File: src/rtl/approx_mult_pipe.sv
`default_nettype none
// ============================================================================
//  Module   : approx_mult_pipe
//  Purpose  : Three-stage pipelined unsigned multiplier with per-beat choice
//             of exact or approximate product and a valid/ready stream port.
//             Approximate mode multiplies the top EXACT_ROWS rows of x
//             exactly. The remaining rows are OR-compressed in pairs, and
//             their product columns below L are dropped.
//  Ports    : clk, rst                   clock, synchronous active-high reset
//             in_valid/in_ready, x, y,   operand beat input stream
//             mode                       (mode 1 = approximate)
//             out_valid/out_ready, z,    product output stream
//             out_mode                   (mode carried with the result)
//             stat_clr, err_count,       approximate-result error statistics
//             err_sum
//  Options  : APPROX_ERR_STAT_EN - builds a shadow exact product path and the
//             saturating error counters. When it is not defined, both
//             counters read 0 and stat_clr has no effect.
//  Revision : 1.0 - initial release
// ============================================================================
module approx_mult_pipe #(
    parameter int WIDTH      = 8,
    parameter int L          = 6,
    parameter int EXACT_ROWS = 2
) (
    input  logic               clk,
    input  logic               rst,
    input  logic               in_valid,
    output logic               in_ready,
    input  logic [WIDTH-1:0]   x,
    input  logic [WIDTH-1:0]   y,
    input  logic               mode,
    output logic               out_valid,
    input  logic               out_ready,
    output logic [2*WIDTH-1:0] z,
    output logic               out_mode,
    input  logic               stat_clr,
    output logic [31:0]        err_count,
    output logic [31:0]        err_sum
);

    localparam int c_PW    = 2 * WIDTH;
    localparam int c_SPLIT = WIDTH - EXACT_ROWS;   // first exactly multiplied row
    localparam int c_PAIRS = c_SPLIT / 2;
    // Columns at or above L survive in the compressed lower rows
    localparam logic [c_PW-1:0] c_LO_MASK = {c_PW{1'b1}} << L;

    logic               w_adv;
    logic               r_v1, r_v2, r_v3;
    logic [WIDTH-1:0]   r_x, r_y;
    logic               r_mode1, r_mode2, r_mode3;
    logic [c_PW-1:0]    r_hi2, r_lo2, r_z;

    logic [c_PW-1:0]    w_row, w_pa, w_pb;
    logic [c_PW-1:0]    w_hi, w_lo_exact, w_lo_apx, w_lo_sel;

    // Every stage moves together. Nothing moves while a result is held.
    assign w_adv     = !r_v3 || out_ready;
    assign in_ready  = w_adv;
    assign out_valid = r_v3;
    assign z         = r_z;
    assign out_mode  = r_mode3;

    always_comb begin
        w_row      = '0;
        w_pa       = '0;
        w_pb       = '0;
        w_hi       = '0;
        w_lo_exact = '0;
        w_lo_apx   = '0;
        // The upper rows and the exact lower rows are split at the same
        // boundary. As a result, stage 2 holds a (high, low) pair in both modes.
        for (int i = 0; i < WIDTH; i++) begin
            w_row = {{WIDTH{1'b0}}, r_y & {WIDTH{r_x[i]}}} << i;
            if (i >= c_SPLIT) begin
                w_hi = w_hi + w_row;
            end else begin
                w_lo_exact = w_lo_exact + w_row;
            end
        end
        // OR-ing two shifted rows gives the per-column OR of the two
        // partial-product terms. Out-of-range y indices are zero by shifting.
        for (int k = 0; k < c_PAIRS; k++) begin
            w_pa     = {{WIDTH{1'b0}}, r_y & {WIDTH{r_x[2*k]}}}   << (2*k);
            w_pb     = {{WIDTH{1'b0}}, r_y & {WIDTH{r_x[2*k+1]}}} << (2*k+1);
            w_lo_apx = w_lo_apx + ((w_pa | w_pb) & c_LO_MASK);
        end
    end

    assign w_lo_sel = r_mode1 ? w_lo_apx : w_lo_exact;

    always_ff @(posedge clk) begin
        if (rst) begin
            r_v1    <= 1'b0;
            r_v2    <= 1'b0;
            r_v3    <= 1'b0;
            r_x     <= '0;
            r_y     <= '0;
            r_mode1 <= 1'b0;
            r_mode2 <= 1'b0;
            r_mode3 <= 1'b0;
            r_hi2   <= '0;
            r_lo2   <= '0;
            r_z     <= '0;
        end else if (w_adv) begin
            r_v1    <= in_valid;
            r_x     <= x;
            r_y     <= y;
            r_mode1 <= mode;
            r_v2    <= r_v1;
            r_hi2   <= w_hi;
            r_lo2   <= w_lo_sel;
            r_mode2 <= r_mode1;
            r_v3    <= r_v2;
            r_z     <= r_hi2 + r_lo2;
            r_mode3 <= r_mode2;
        end
    end

`ifdef APPROX_ERR_STAT_EN
    // Headroom wide enough that the accumulator add can never wrap
    localparam int c_SW = c_PW + 33;

    logic [c_PW-1:0] r_exact2, r_exact3;
    logic [31:0]     r_err_count, r_err_sum;
    logic            w_xfer_apx;
    logic [c_PW-1:0] w_err;
    logic [c_SW-1:0] w_sum_wide;

    assign w_xfer_apx = r_v3 && out_ready && r_mode3;
    assign w_err      = r_exact3 - r_z;   // never negative: approx <= exact
    assign w_sum_wide = {{(c_SW-32){1'b0}}, r_err_sum} + {{(c_SW-c_PW){1'b0}}, w_err};

    always_ff @(posedge clk) begin
        if (rst) begin
            r_exact2 <= '0;
            r_exact3 <= '0;
        end else if (w_adv) begin
            r_exact2 <= w_hi + w_lo_exact;
            r_exact3 <= r_exact2;
        end
    end

    // A clear on the same edge as a counted transfer takes priority
    always_ff @(posedge clk) begin
        if (rst || stat_clr) begin
            r_err_count <= '0;
            r_err_sum   <= '0;
        end else if (w_xfer_apx) begin
            if (r_err_count != 32'hFFFF_FFFF) begin
                r_err_count <= r_err_count + 32'd1;
            end
            if (|w_sum_wide[c_SW-1:32]) begin
                r_err_sum <= 32'hFFFF_FFFF;
            end else begin
                r_err_sum <= w_sum_wide[31:0];
            end
        end
    end

    assign err_count = r_err_count;
    assign err_sum   = r_err_sum;
`else
    logic w_unused_stat_clr;
    assign w_unused_stat_clr = stat_clr;
    assign err_count         = '0;
    assign err_sum           = '0;
`endif

endmodule
`default_nettype wire

File: config.mk
export PLATFORM = sky130hd
export DESIGN_NAME = approx_mult_pipe
export DESIGN_NICKNAME = d
export VERILOG_FILES = /design/src/rtl/approx_mult_pipe.sv
export SDC_FILE = /design/constraint.sdc
export NUM_CORES = 1
export LEC_CHECK = 0
export BUFFER_PORTS_ARGS = -buffer_cell sky130_fd_sc_hd__buf_2
export CAP_MARGIN = 30
export CORE_MARGIN = 10
export CORE_UTILIZATION = 25
export DETAILED_ROUTE_END_ITERATION = 16
export SYNTH_ARGS = -nofsm -noshare
export SYNTH_HDL_FRONTEND = slang
export SYNTH_SLANG_ARGS = --single-unit
File: constraint.sdc
create_clock -name clk -period 6.7 [get_ports clk]
set_input_delay 1.005 -clock clk [delete_from_list [all_inputs] [get_ports clk]]
set_output_delay 1.005 -clock clk [all_outputs]
set_load 0.005 [all_outputs]
==> results.toml <==
[finish]
post-route-util = 0.2822
drive_above_1_share = 0.09362
layout-area-overhead-vs-synth_pct = 10.34
final_net_count = 802
count_of_antenna_diodes_in_the_layout = 0
final-instance-count-excl-fill = 980

[drt]
via_density_per_instance = 4.394
detailedRoute.firstIterationViolations = 207
via_count = 4306
detail_route.drc_violations = 0
drt.antenna.violating_nets = 0
drt-total-wl_microns = 12600
drt-pass1-iter-count = 4
avgRoutedWirePerCell_microns = 12.86

[setup_path]
critical_path.max_fanout = 9
worst_ep_arrival_time_ns = 4.39
crit_path_end_kind = "flip-flop"
r2r_cells = 12
rr_startpoint = "r_y[6]"
cp-start-kind = "flip-flop"
timing.reg2reg.setup_slack_ns = 2.53
timing.rr.end = "r_lo2[13]"
cp.required_ns = 6.92
path_class = "flip-flop to flip-flop"

[floorplanning]
design.portCount = 105
die_x_microns = 167.1
dieHeight_microns = 167.1
placement_rows = 53
placeableCoreArea_sq_mm = 0.02115
die-area_sq_mm = 0.02792
initial_utilization = 0.2558

[clocking]
cts_resized = 0
worstSkewPairLatency_ns = 0.33
tritoncts = "built"
cts.repair_timing.setup_buffer_count = 0
htree_levels = 3
cts_sinks = 62
cts_made_buffers = 9
cts-root-buf = "sky130_fd_sc_hd__clkbuf_16"
clk_path_buf_depth = 2
cts.clk_slew.worst_paths_ns = 0.05
ctsHoldBuffers = 0

[synth]
yosys_warnings = 0
avgSynthCellArea_sq_um = 7.980
top_ff_cell_synth = "sky130_fd_sc_hd__dfxtp_1"
seq_total_area_yosys = 0.2294
register_bit_total_from_synthesis = 62
ys_async_sr_fraction = 0
number_of_flops_mapped_to_enable_cells_by_yosys = 0
synthCells = 678
post_synth_instance_area_sq_mm = 0.005410
synth_cell_type_count = 54

[placed_design]
place_congestion = 0.8284
dp.final_hpwl_microns = 9266
post-place-cells = 964
io_buffer_count = 39

[timing]
tightest_slew_ns = 1.014
max_clock_freq_ghz = 0.2400
worst_slew_margin_rel = 0.3232
period_minus_slack_ns = 4.166
hold_viol_final = 0
hold_ws_ns = 0.4457
setup_viol = 0
slew_violations = 0
fin_setup_tns_ns = 0
timing.final.crit_share = 0.6218
rsz0062_at_grt = "false"
worst_case_clock_skew_ns = 0.005627

[grt]
global_route_usage_sum = 0.08746
number_of_antenna_violations_at_the_first_check_in_global_routing = 0
maximum_number_of_pins_on_one_net_before_global_route_repair = 72
grt_pass1_vias = 4237
total_congestion_overflow_after_global_routing = 0
global_route_wire_length_before_repair_microns = 21090

[power]
design_power_total_w = 0.001142
max-vdd-ir-drop_mv = 0.1103
leakagePower_nw = 2.871
power-per-cell-area_mw_per_mm2 = 191.3

[min_path]
min_path_type = "flip-flop to flip-flop"
worst_hold_startpoint = "z[4]"
worst_hold_path.num_cells = 2
worst_hold_path.endpoint = "z[4]"

[outcome]
status = "complete, no violations"

[flow_run]
cap_viol_max_count = 0
-- metal layers --
layer | vias to the layer above | share of wire | GRT usage
met1 | 2024 | 0.50 | 0.1169
met2 | 92 | 0.45 | 0.1387
li1 | 2177 | - | -
met5 | - | 0 | 0
met3 | 13 | 0.044 | 0.02154
met4 | 0 | 0.0075 | 0.01947
-- kinds of logic after synthesis --
group | after synthesis | synth area share
simple gates | 233 | 0.2125
buf+inv | 154 | 0.1519
compound gates | 136 | 0.1550
fa+ha+maj | 80 | 0.2294
flops | 62 | 0.2294
mux | 7 | 0.01295
xor+xnor | 5 | 0.008094
other cells | 1 | 0.0006931
-- area by class of cell --
| cell class | instances | area [sq um] |
|---|---|---|
| sequential | 62 | 1241 |
| timing repair buffer | 42 | 217.7 |
| fill | 2307 | 15180 |
| clock inverter | 3 | 90.09 |
| tap | 275 | 344.1 |
| clock buffer | 13 | 260.3 |
| multi-input combinational | 525 | 3591 |
| inverter | 60 | 225.2 |
-- state kept, by name (all words and copies together), names as in the netlist --
name       cells
out_mode       1
z             16
r_mode1        1
r_x            8
r_hi2         10
r_v2           1
r_mode2        1
r_y            8
out_valid      1
r_lo2         14
r_v1           1
-- power breakdown --
part	switching, W	internal [W]	leakage, nW
sequential	0.0000272	0.000391	0.508
combinational	0.000102	0.0000729	2.19
clock	0.000165	0.000384	0.170
total	0.000294	0.000848	2.87
-- critical path, stage by stage, from the launching register on --
cell and delay (ns):
sky130_fd_sc_hd__dfxtp_1 0.58, sky130_fd_sc_hd__and2_1 0.24, sky130_fd_sc_hd__fa_1 0.45, sky130_fd_sc_hd__fa_1 0.55, sky130_fd_sc_hd__inv_1 0.06, sky130_fd_sc_hd__fa_1 0.52, sky130_fd_sc_hd__inv_1 0.04, sky130_fd_sc_hd__ha_1 0.37
sky130_fd_sc_hd__and2_4 0.21, sky130_fd_sc_hd__a221oi_4 0.32, sky130_fd_sc_hd__a211oi_1 0.15, sky130_fd_sc_hd__or3_1 0.36, sky130_fd_sc_hd__a31o_1 0.21
-- how the worst max path moves through the flow --
stage,startpoint,endpoint,slack (ns),cells after the start
6_report,r_y[6],r_lo2[13],2.53,12
2_1_floorplan,r_y[7],r_lo2[13],2.90,13
5_1_grt,r_y[6],r_lo2[13],2.37,12
3_3_place_gp,r_y[6],r_lo2[13],2.61,12
4_1_cts,r_y[6],r_lo2[13],2.55,12
3_5_place_dp,r_y[6],r_lo2[13],2.54,12
-- synthesized netlist by cell type, drive strengths merged (6+ instances only) --
library cell    n  area [sq um]
nand3          15         75.07
o21ai          26         130.1
a21oi          58         290.3
inv            60         225.2
nor3            8         40.04
buf            71         510.5
a211oi          9         67.56
o21a            9         67.56
fa             32         640.6
and2           43         271.5
nand3b          6         45.04
nor2b           6         37.54
dfxtp          62          1241
ha             48         600.6
a21o            6         45.04
nor2           20         75.07
clkbuf         23         86.33
nand2b          7         43.79
nand2         103         386.6
mux2i           7         70.07
-- stage by stage --
step	setup slack, ns	area, sq um
after global routing	2.374	5969
after global placement	2.611	5619
after floorplan	2.898	5647
after CTS	2.550	5969
final	2.534	5969
after detailed placement	2.538	5619
-- cells in the final DEF, fill, tap and decap left out, types with 7 or more instances in the layout --
master	count
sky130_fd_sc_hd__clkbuf_16	9
sky130_fd_sc_hd__mux2i_1	7
sky130_fd_sc_hd__buf_2	39
sky130_fd_sc_hd__ha_1	48
sky130_fd_sc_hd__nor2_1	20
sky130_fd_sc_hd__inv_1	59
sky130_fd_sc_hd__dfxtp_1	62
sky130_fd_sc_hd__nand2_1	103
sky130_fd_sc_hd__conb_1	64
sky130_fd_sc_hd__a21oi_1	58
sky130_fd_sc_hd__fa_1	32
sky130_fd_sc_hd__nand2b_1	7
sky130_fd_sc_hd__nor3_1	8
sky130_fd_sc_hd__o21a_1	9
sky130_fd_sc_hd__o21ai_0	26
sky130_fd_sc_hd__and2_1	42
sky130_fd_sc_hd__a211oi_1	9
sky130_fd_sc_hd__nand3_1	15
(Power assumes the default switching activity.)
